File: config.mk
export PLATFORM = sky130hd
export DESIGN_NAME = lut_ram_reader
export DESIGN_NICKNAME = d
export VERILOG_FILES = /design/src/rtl/lut_ram_reader.sv
export SDC_FILE = /design/constraint.sdc
export NUM_CORES = 1
export LEC_CHECK = 0
export ABC_AREA = 1
export CAP_MARGIN = 0
export CELL_PAD_IN_SITES_DETAIL_PLACEMENT = 2
export CELL_PAD_IN_SITES_GLOBAL_PLACEMENT = 2
export CORE_MARGIN = 5
export CORE_UTILIZATION = 27
export CTS_CLUSTER_DIAMETER = 30
export DETAILED_ROUTE_END_ITERATION = 16
export PLACE_DENSITY_LB_ADDON = 0.1
export RECOVER_POWER = 100
export SYNTH_ARGS = -nofsm -noshare
export SYNTH_HDL_FRONTEND = slang
export SYNTH_SLANG_ARGS = --single-unit
File: constraint.sdc
create_clock -name clk -period 3.85 [get_ports clk]
set_input_delay 0.385 -clock clk [delete_from_list [all_inputs] [get_ports clk]]
set_output_delay 0.385 -clock clk [all_outputs]
set_load 0.02 [all_outputs]
File: src/rtl/lut_ram_reader.sv
// Streams a burst of consecutive words from a combinational-read LUT RAM onto a ready/valid port.
// Optional macro LUT_RAM_READER_ABORT_EN adds an abort input that cancels a burst in progress.
module lut_ram_reader #(
  parameter int W = 32,
  parameter int D = 16384,
  localparam int AW = (D > 1) ? $clog2(D) : 1
) (
  input  logic          clk,
  input  logic          rst_n,
  input  logic          start,
  input  logic [AW-1:0] base_addr,
  input  logic [AW:0]   length,
  output logic [AW-1:0] ram_read_addr,
  input  logic [W-1:0]  ram_data,
  output logic [W-1:0]  m_data,
  output logic          m_valid,
  input  logic          m_ready,
  output logic          busy,
  output logic          done
`ifdef LUT_RAM_READER_ABORT_EN
  ,
  input  logic          abort
`endif
);

  typedef enum logic [1:0] {IDLE, FETCH, STREAM} state_t;

  localparam logic [AW:0]   DEPTH_LEN = (AW + 1)'(D);
  localparam logic [AW-1:0] LAST_ADDR = AW'(D - 1);

  state_t        state_q, state_d;
  logic [AW-1:0] addr_q, addr_d;
  logic [AW:0]   remaining_q, remaining_d;
  logic [W-1:0]  m_data_q, m_data_d;
  logic          m_valid_q, m_valid_d;
  logic          done_q, done_d;

  logic [AW-1:0] addr_inc;
  logic [AW:0]   len_clamped;
  logic          handshake;
  logic          abort_req;

  // Wrap explicitly so non-power-of-two depths still cycle through 0..D-1.
  assign addr_inc    = (addr_q == LAST_ADDR) ? '0 : addr_q + 1'b1;
  assign len_clamped = (length > DEPTH_LEN) ? DEPTH_LEN : length;
  assign handshake   = m_valid_q & m_ready;

`ifdef LUT_RAM_READER_ABORT_EN
  assign abort_req = abort & (state_q != IDLE);
`else
  assign abort_req = 1'b0;
`endif

  always_comb begin
    state_d     = state_q;
    addr_d      = addr_q;
    remaining_d = remaining_q;
    m_data_d    = m_data_q;
    m_valid_d   = m_valid_q;
    done_d      = 1'b0;

    case (state_q)
      IDLE: begin
        if (start) begin
          if (length == '0) begin
            done_d = 1'b1;
          end else begin
            addr_d      = base_addr;
            remaining_d = len_clamped;
            state_d     = FETCH;
          end
        end
      end
      FETCH: begin
        m_data_d    = ram_data;
        m_valid_d   = 1'b1;
        addr_d      = addr_inc;
        remaining_d = remaining_q - 1'b1;
        state_d     = STREAM;
      end
      STREAM: begin
        if (handshake) begin
          if (remaining_q != '0) begin
            m_data_d    = ram_data;
            addr_d      = addr_inc;
            remaining_d = remaining_q - 1'b1;
          end else begin
            m_valid_d = 1'b0;
            done_d    = 1'b1;
            state_d   = IDLE;
          end
        end
      end
      default: begin
        state_d   = IDLE;
        m_valid_d = 1'b0;
      end
    endcase

    // Abort wins over any handshake landing on the same edge.
    if (abort_req) begin
      m_valid_d   = 1'b0;
      remaining_d = '0;
      done_d      = 1'b1;
      state_d     = IDLE;
    end
  end

  always_ff @(posedge clk or negedge rst_n) begin
    if (!rst_n) begin
      state_q     <= IDLE;
      addr_q      <= '0;
      remaining_q <= '0;
      m_data_q    <= '0;
      m_valid_q   <= 1'b0;
      done_q      <= 1'b0;
    end else begin
      state_q     <= state_d;
      addr_q      <= addr_d;
      remaining_q <= remaining_d;
      m_data_q    <= m_data_d;
      m_valid_q   <= m_valid_d;
      done_q      <= done_d;
    end
  end

  assign ram_read_addr = addr_q;
  assign m_data        = m_data_q;
  assign m_valid       = m_valid_q;
  assign busy          = (state_q != IDLE);
  assign done          = done_q;

endmodule

Word level (Yosys, flattened, before mapping)
Index checks and enable logic that the tools add are counted.
Operators by class
  add/sub/neg operators: 2
  order comparisons: 1
  eq/ne operators: 8
  multiplexer cells: 28
  bitwise gates (word level): 2
  reduce and logical (&&, ||, !) cells: 10
Operators by type and width (number)
  2-to-1 mux 15 bit: 5
  2-to-1 mux 14 bit: 5
  2-to-1 mux 32 bit: 2
  one-hot mux 32 bit (2 select lines): 1
  one-hot mux 15 bit (3 select lines): 1
  one-hot mux 14 bit (3 select lines): 1
  > comparator 15 bit, second input constant: 1
  logical NOT 15 bit: 1
  nonzero test 15 bit: 1
  subtractor 15 x 1 -> 15 bit, second input constant: 1
  adder 14 x 1 -> 14 bit, second input constant: 1
  equality test 14 bit, second input constant: 1
  inequality test 2 bit, second input constant: 5
  2-to-1 mux 2 bit: 4
  2-to-1 mux 1 bit: 6
  one-hot mux 2 bit (3 select lines): 1
  AND reduction 3 bit: 2
  AND reduction 5 bit: 1
  AND reduction 4 bit: 1
  nonzero test 2 bit: 2
  one-hot mux 1 bit (3 select lines): 1
  nonzero test 3 bit: 1
  equality test 2 x 1 -> 1 bit, second input constant: 1
  equality test 2 bit, second input constant: 1
  4 further kinds: 4
Storage, ports and cells
  register bits: 65
  input bits: 65

Logic depth before layout (Yosys ltp)
  depth after elaboration: 5
  depth in mapped cells: 12
  depth with buffers taken out: 11

Worst setup path before layout
OpenSTA, ideal clock, no wires.
  kind: reg2reg
  start point: register state_q[0]
  end point: register addr_q[5], in the netlist ram_read_addr[5]
  arrival: 1.534 ns
  data required time: 3.732 ns
  path slack: 2.198 ns
  cell stages (with the launch flop): 13
  buffers on the path: 2
  path through: dfrtp_1 -> inv_1 -> ha_1 -> inv_1 -> nor2_1 -> nand3_1 -> nand2_1 -> nor2_1 -> nand2_1 -> buf_6 -> buf_6 -> nand2_1 -> nand2_1
Between the ends
  word-level cells in the longest chain between the ends: 3
  elaborated cells between the ends (all ways): 10
  classes of those cells: eq/ne: 6; mux: 1; reduce/logical: 3
RTL lines
  start, declared: RTL line 31  | state_t state_q, state_d;
  start signal, assigned: RTL line 118  | state_q <= state_d;
  equality test 2 bit, or another cell as far along: RTL line 62  | case (state_q)
  inequality test 2 bit (no source line) / nonzero test 3 bit (equally long branches)
  AND reduction 5 bit (no source line)
  end signal, assigned: RTL line 119  | addr_q <= addr_d;
  end, declared: RTL line 32  | logic [AW-1:0] addr_q, addr_d;
Parallel ways exist; a longest one is shown, timed or not.
A chain may end at the register's enable or synchronous reset.

Final worst setup path
  start point: register remaining_q[0]
  end point: register addr_q[13], in the netlist ram_read_addr[13]
Between the ends
  word-level cells in the longest chain between the ends: 3
RTL lines
  start, declared: RTL line 33  | logic [AW:0] remaining_q, remaining_d;
  start signal, assigned: RTL line 120  | remaining_q <= remaining_d;
  nonzero test 15 bit: RTL line 83  | if (remaining_q != '0) begin
  inequality test 2 bit (no source line)
  AND reduction 5 bit (no source line)
Every way passes these cells.

==> results by group <==
Logic synthesis
  – Post-synthesis sequential area ratio: around two fifths
  – Combinational family with the most area after synthesis: simple AND/OR/NAND/NOR gates
  – Post-synthesis mux area share: 0%
  – Async set or reset register ratio after synthesis: between 90% and 100%
  – Most frequently used cell type in the post-synthesis netlist: nand2_1
  – Synth area leaders: dfrtp_1, nand2_1, nand3_1
  – Synth Cell Area: around 0.0039 mm^2
  – Avg Cell Area, Syn: around 7 um^2
  – Share of synthesized cell area in full adder, half adder and majority cells: just under 2%
  – Number of instances in the synthesized netlist: 568
  – Xor/xnor share of the synthesized area: less than 1%
  – Yosys warning count: 0
  – Biggest area consumer among synthesized cells: dfrtp_1
  – Number of synthesized flops with an enable pin: 0
  – Number of synthesized register bits: 65
  – Commonest cells in the netlist: nand2_1, nand3_1, dfrtp_1, nor2_1, inv_1
  – Share of the synthesized area in compound gates (AO/OA/AOI/OAI): between 2 and 2.5%
  – Post-synth top area share: a little over two fifths
  – Simple-gate share of the synthesized area: a little under half
  – Most used DFF post-synth: dfrtp_1
  – Synth Net Count: around 640
  – Netlist cell types: 27

Place
  – Buffers added on ports: 113
  – Cells after DPL: between 800 and 900
  – Worst slack at placement: approximately 1.3 ns
  – Routability congestion estimate: just over 0.8
  – Placement Cell Area: ~0.0051 mm^2
  – Placed wire-length estimate after detailed placement: about 11000 um

Routing
  – Post-route ant nets: 0
  – Mean number of vias per cell: 4.77
  – Total vias in the final route: between 4000 and 5000
  – Pre-antenna DRT Iters: 4
  – Wirelength per Cell: approximately 17 um
  – Drc violations: 0
  – Final WL: 14400 um
  – Number of violations reported at the end of detailed-routing iteration 0: about 110

STA
  – Final Slew Violations: 43
  – Post-route clock period utilization: around three quarters
  – Unrepaired setup endpoints after global routing: false
  – Relative slew slack: -69.8%
  – Worst-Margin Slew: between 2 and 3 ns
  – Post-layout minimum cycle time: slightly below 3 ns
  – Number of failing hold endpoints at the final stage: 0
  – Setup WS post-layout: roughly 0.9 ns
  – Setup_tns: 0 ns
  – FMAX: approximately 340 MHz
  – Worst Clk Skew: around 0.0053 ns
  – Number of endpoints failing setup at the final stage: 0

Floorplan
  – Die area: around 0.017 mm^2
  – Die outline width: about 130 um
  – Placeable Area: 0.0140 mm^2
  – Row count: 43
  – Top-Level Pins: ~110
  – Die Ht: between 100 and 150 um
  – Starting Density: 27.7%

Pwr
  – Leakage power: 2.78 nW
  – Largest vdd supply drop: roughly 300 uV
  – Power density normalized to cell area: 929 mW/mm^2

Final layout
  – Final Net Count: around 750
  – Summed area of non-filler cells in the final layout: roughly 0.0054 mm^2
  – Synthesis-to-layout area growth: 39.2%
  – Area used by multi-input combinational logic: slightly below 0.002 mm^2
  – Register Area: ~0.0016 mm^2
  – Final Util: 38.6%
  – Number of filler cells placed in the layout: ~1700
  – Number of diodes: 0
  – Ratio of cells with drive above 1 in the final layout: under 10%
  – Post-layout instance count excluding filler cells: between 800 and 900

Critical path
  – Start-to-end type of the worst setup path: reg2reg
  – Signal arrival time at the worst endpoint: roughly 3.2 ns
  – Endpoint class of the critical path: flop
  – Required time at the worst-slack endpoint: ~4.1 ns
  – Kind of start point of the critical path: flop
  – Highest net fanout along the worst path: 20

CTS
  – Post-CTS setup-driven buffer insertion count: 0
  – Number of clock sinks: 65
  – Total clock buffers created by CTS: 9
  – TritonCTS clock tree: done
  – Worst-skew pair later-pin latency: around 0.34 ns
  – Clock transition at the registers of the reported paths: 0.06 ns
  – # hold bufs at CTS: 0
  – H-tree lvl count: 3
  – Resized Gates After CTS: 0
  – CTS root buf: clkbuf_16
  – Maximum clock path buffer count: 2

Worst hold path
  – Hold Crit Class: reg2reg

Flow run
  – Max capacitance violation total: 2

Global routing
  – Number of global-route vias before repair: 4676
  – Largest net degree at the start of global routing: 43
  – Global router's overall resource usage: between 10% and 20%
  – First-pass GRT wire length: about 24000 um
  – Global-route congestion overflow total: 0
  – Number of antenna violations at the first check in global routing: 0

Status
  – Violations in the final reports: max-capacitance violations, max-slew violations
  – Run status: finished with violations
## layout by cell type, fill, tap and decap left out
cell             instances
nand2_1                277
nand3_1                 74
dfrtp_1                 65
clkdlybuf4s50_1         63
dlygate4sd3_1           49
nor2_1                  48
inv_1                   31
nand4_1                  9
o21ai_0                  9
clkbuf_16                9
or2_2                    7
ha_1                     6
nand2_2                  4
buf_4                    4
nor2_2                   2
nand2_4                  2
a21oi_1                  2
clkinv_4                 2
clkinv_2                 2
clkbuf_1                 2
or2_1                    1
nor3_1                   1
o22ai_1                  1
nand3_2                  1
nor2_4                   1
o21ai_2                  1
o21bai_1                 1
xor2_1                   1
a21boi_0                 1
nand3b_1                 1
inv_6                    1
bufinv_16                1
clkbuf_8                 1
clkbuf_2                 1
## layer usage
layer	global-route usage, %	routed length [um]
met5	0	0
met4	5.26	201
met3	3.40	518
met2	32.3	7450
met1	22.7	6250
## area by class of cell
type | count | share of cell area (%)
inverters | 31 | 2.16
well taps | 180 | 4.17
repair buffers | 119 | 21.6
flip-flops and latches | 65 | 30.1
multi-input cells | 450 | 36.3
clock inverters | 6 | 1.23
clock buffers | 10 | 4.43
## report_power, final
group          switching, W  leakage (nW)  internal [W]  total, W
logic               0.00187          1.81      0.000981   0.00285
clock network      0.000339         0.153      0.000521  0.000861
registers          0.000289         0.816       0.00101   0.00130
total               0.00250          2.78       0.00252   0.00501
## per-stage QoR
stage                     power (W)  hold slack (ns)
after global placement      0.00424            0.453
after global routing        0.00553            0.497
after floorplan             0.00325           0.0894
after detailed placement    0.00436            0.463
final                       0.00501            0.464
after CTS                   0.00527            0.280
## worst max-delay path, stage by stage (launching register included)
cell,delay (ns)
dfrtp_1,0.39
inv_1,0.13
ha_1,0.27
inv_1,0.08
nor2_1,0.16
nand3_1,0.16
nor3_1,0.18
nand3_1,0.12
nand2_1,0.34
clkbuf_1,0.82
nand2_1,0.13
nand2_1,0.11
## registers in the layout, summed over array words and instances, names as in the netlist
register,flops
done,1
m_data,32
m_valid,1
ram_read_addr,14
remaining_q,15
state_q,2
## final timing paths
| kind | startpoint | to | slack [ns] | cells past startpoint |
|---|---|---|---|---|
| worst max-delay path | remaining_q[0] | ram_read_addr[13] | 0.89 | 11 |
| worst min-delay path | m_data[0] | m_data[0] | 0.46 | 2 |
| max in group asynchronous | rst_n | m_data[16] | 1.27 | 2 |
| min in group asynchronous | rst_n | remaining_q[2] | 0.82 | 1 |
| worst min register to register | m_data[0] | m_data[0] | 0.46 | 2 |
| worst max register to register | remaining_q[0] | ram_read_addr[13] | 0.89 | 11 |
## cell families (layout without fill, tap and decap cells)
| logic type | after synthesis | after routing |
|---|---|---|
| AO/OA/AOI/OAI | 15 | 15 |
| XOR/XNOR | 1 | 1 |
| adder cells (fa/ha/maj) | 6 | 6 |
| buffers and inverters | 53 | 166 |
| flip-flops | 65 | 65 |
| AND/OR/NAND/NOR | 428 | 428 |
Power figures use the tool's default switching activity.
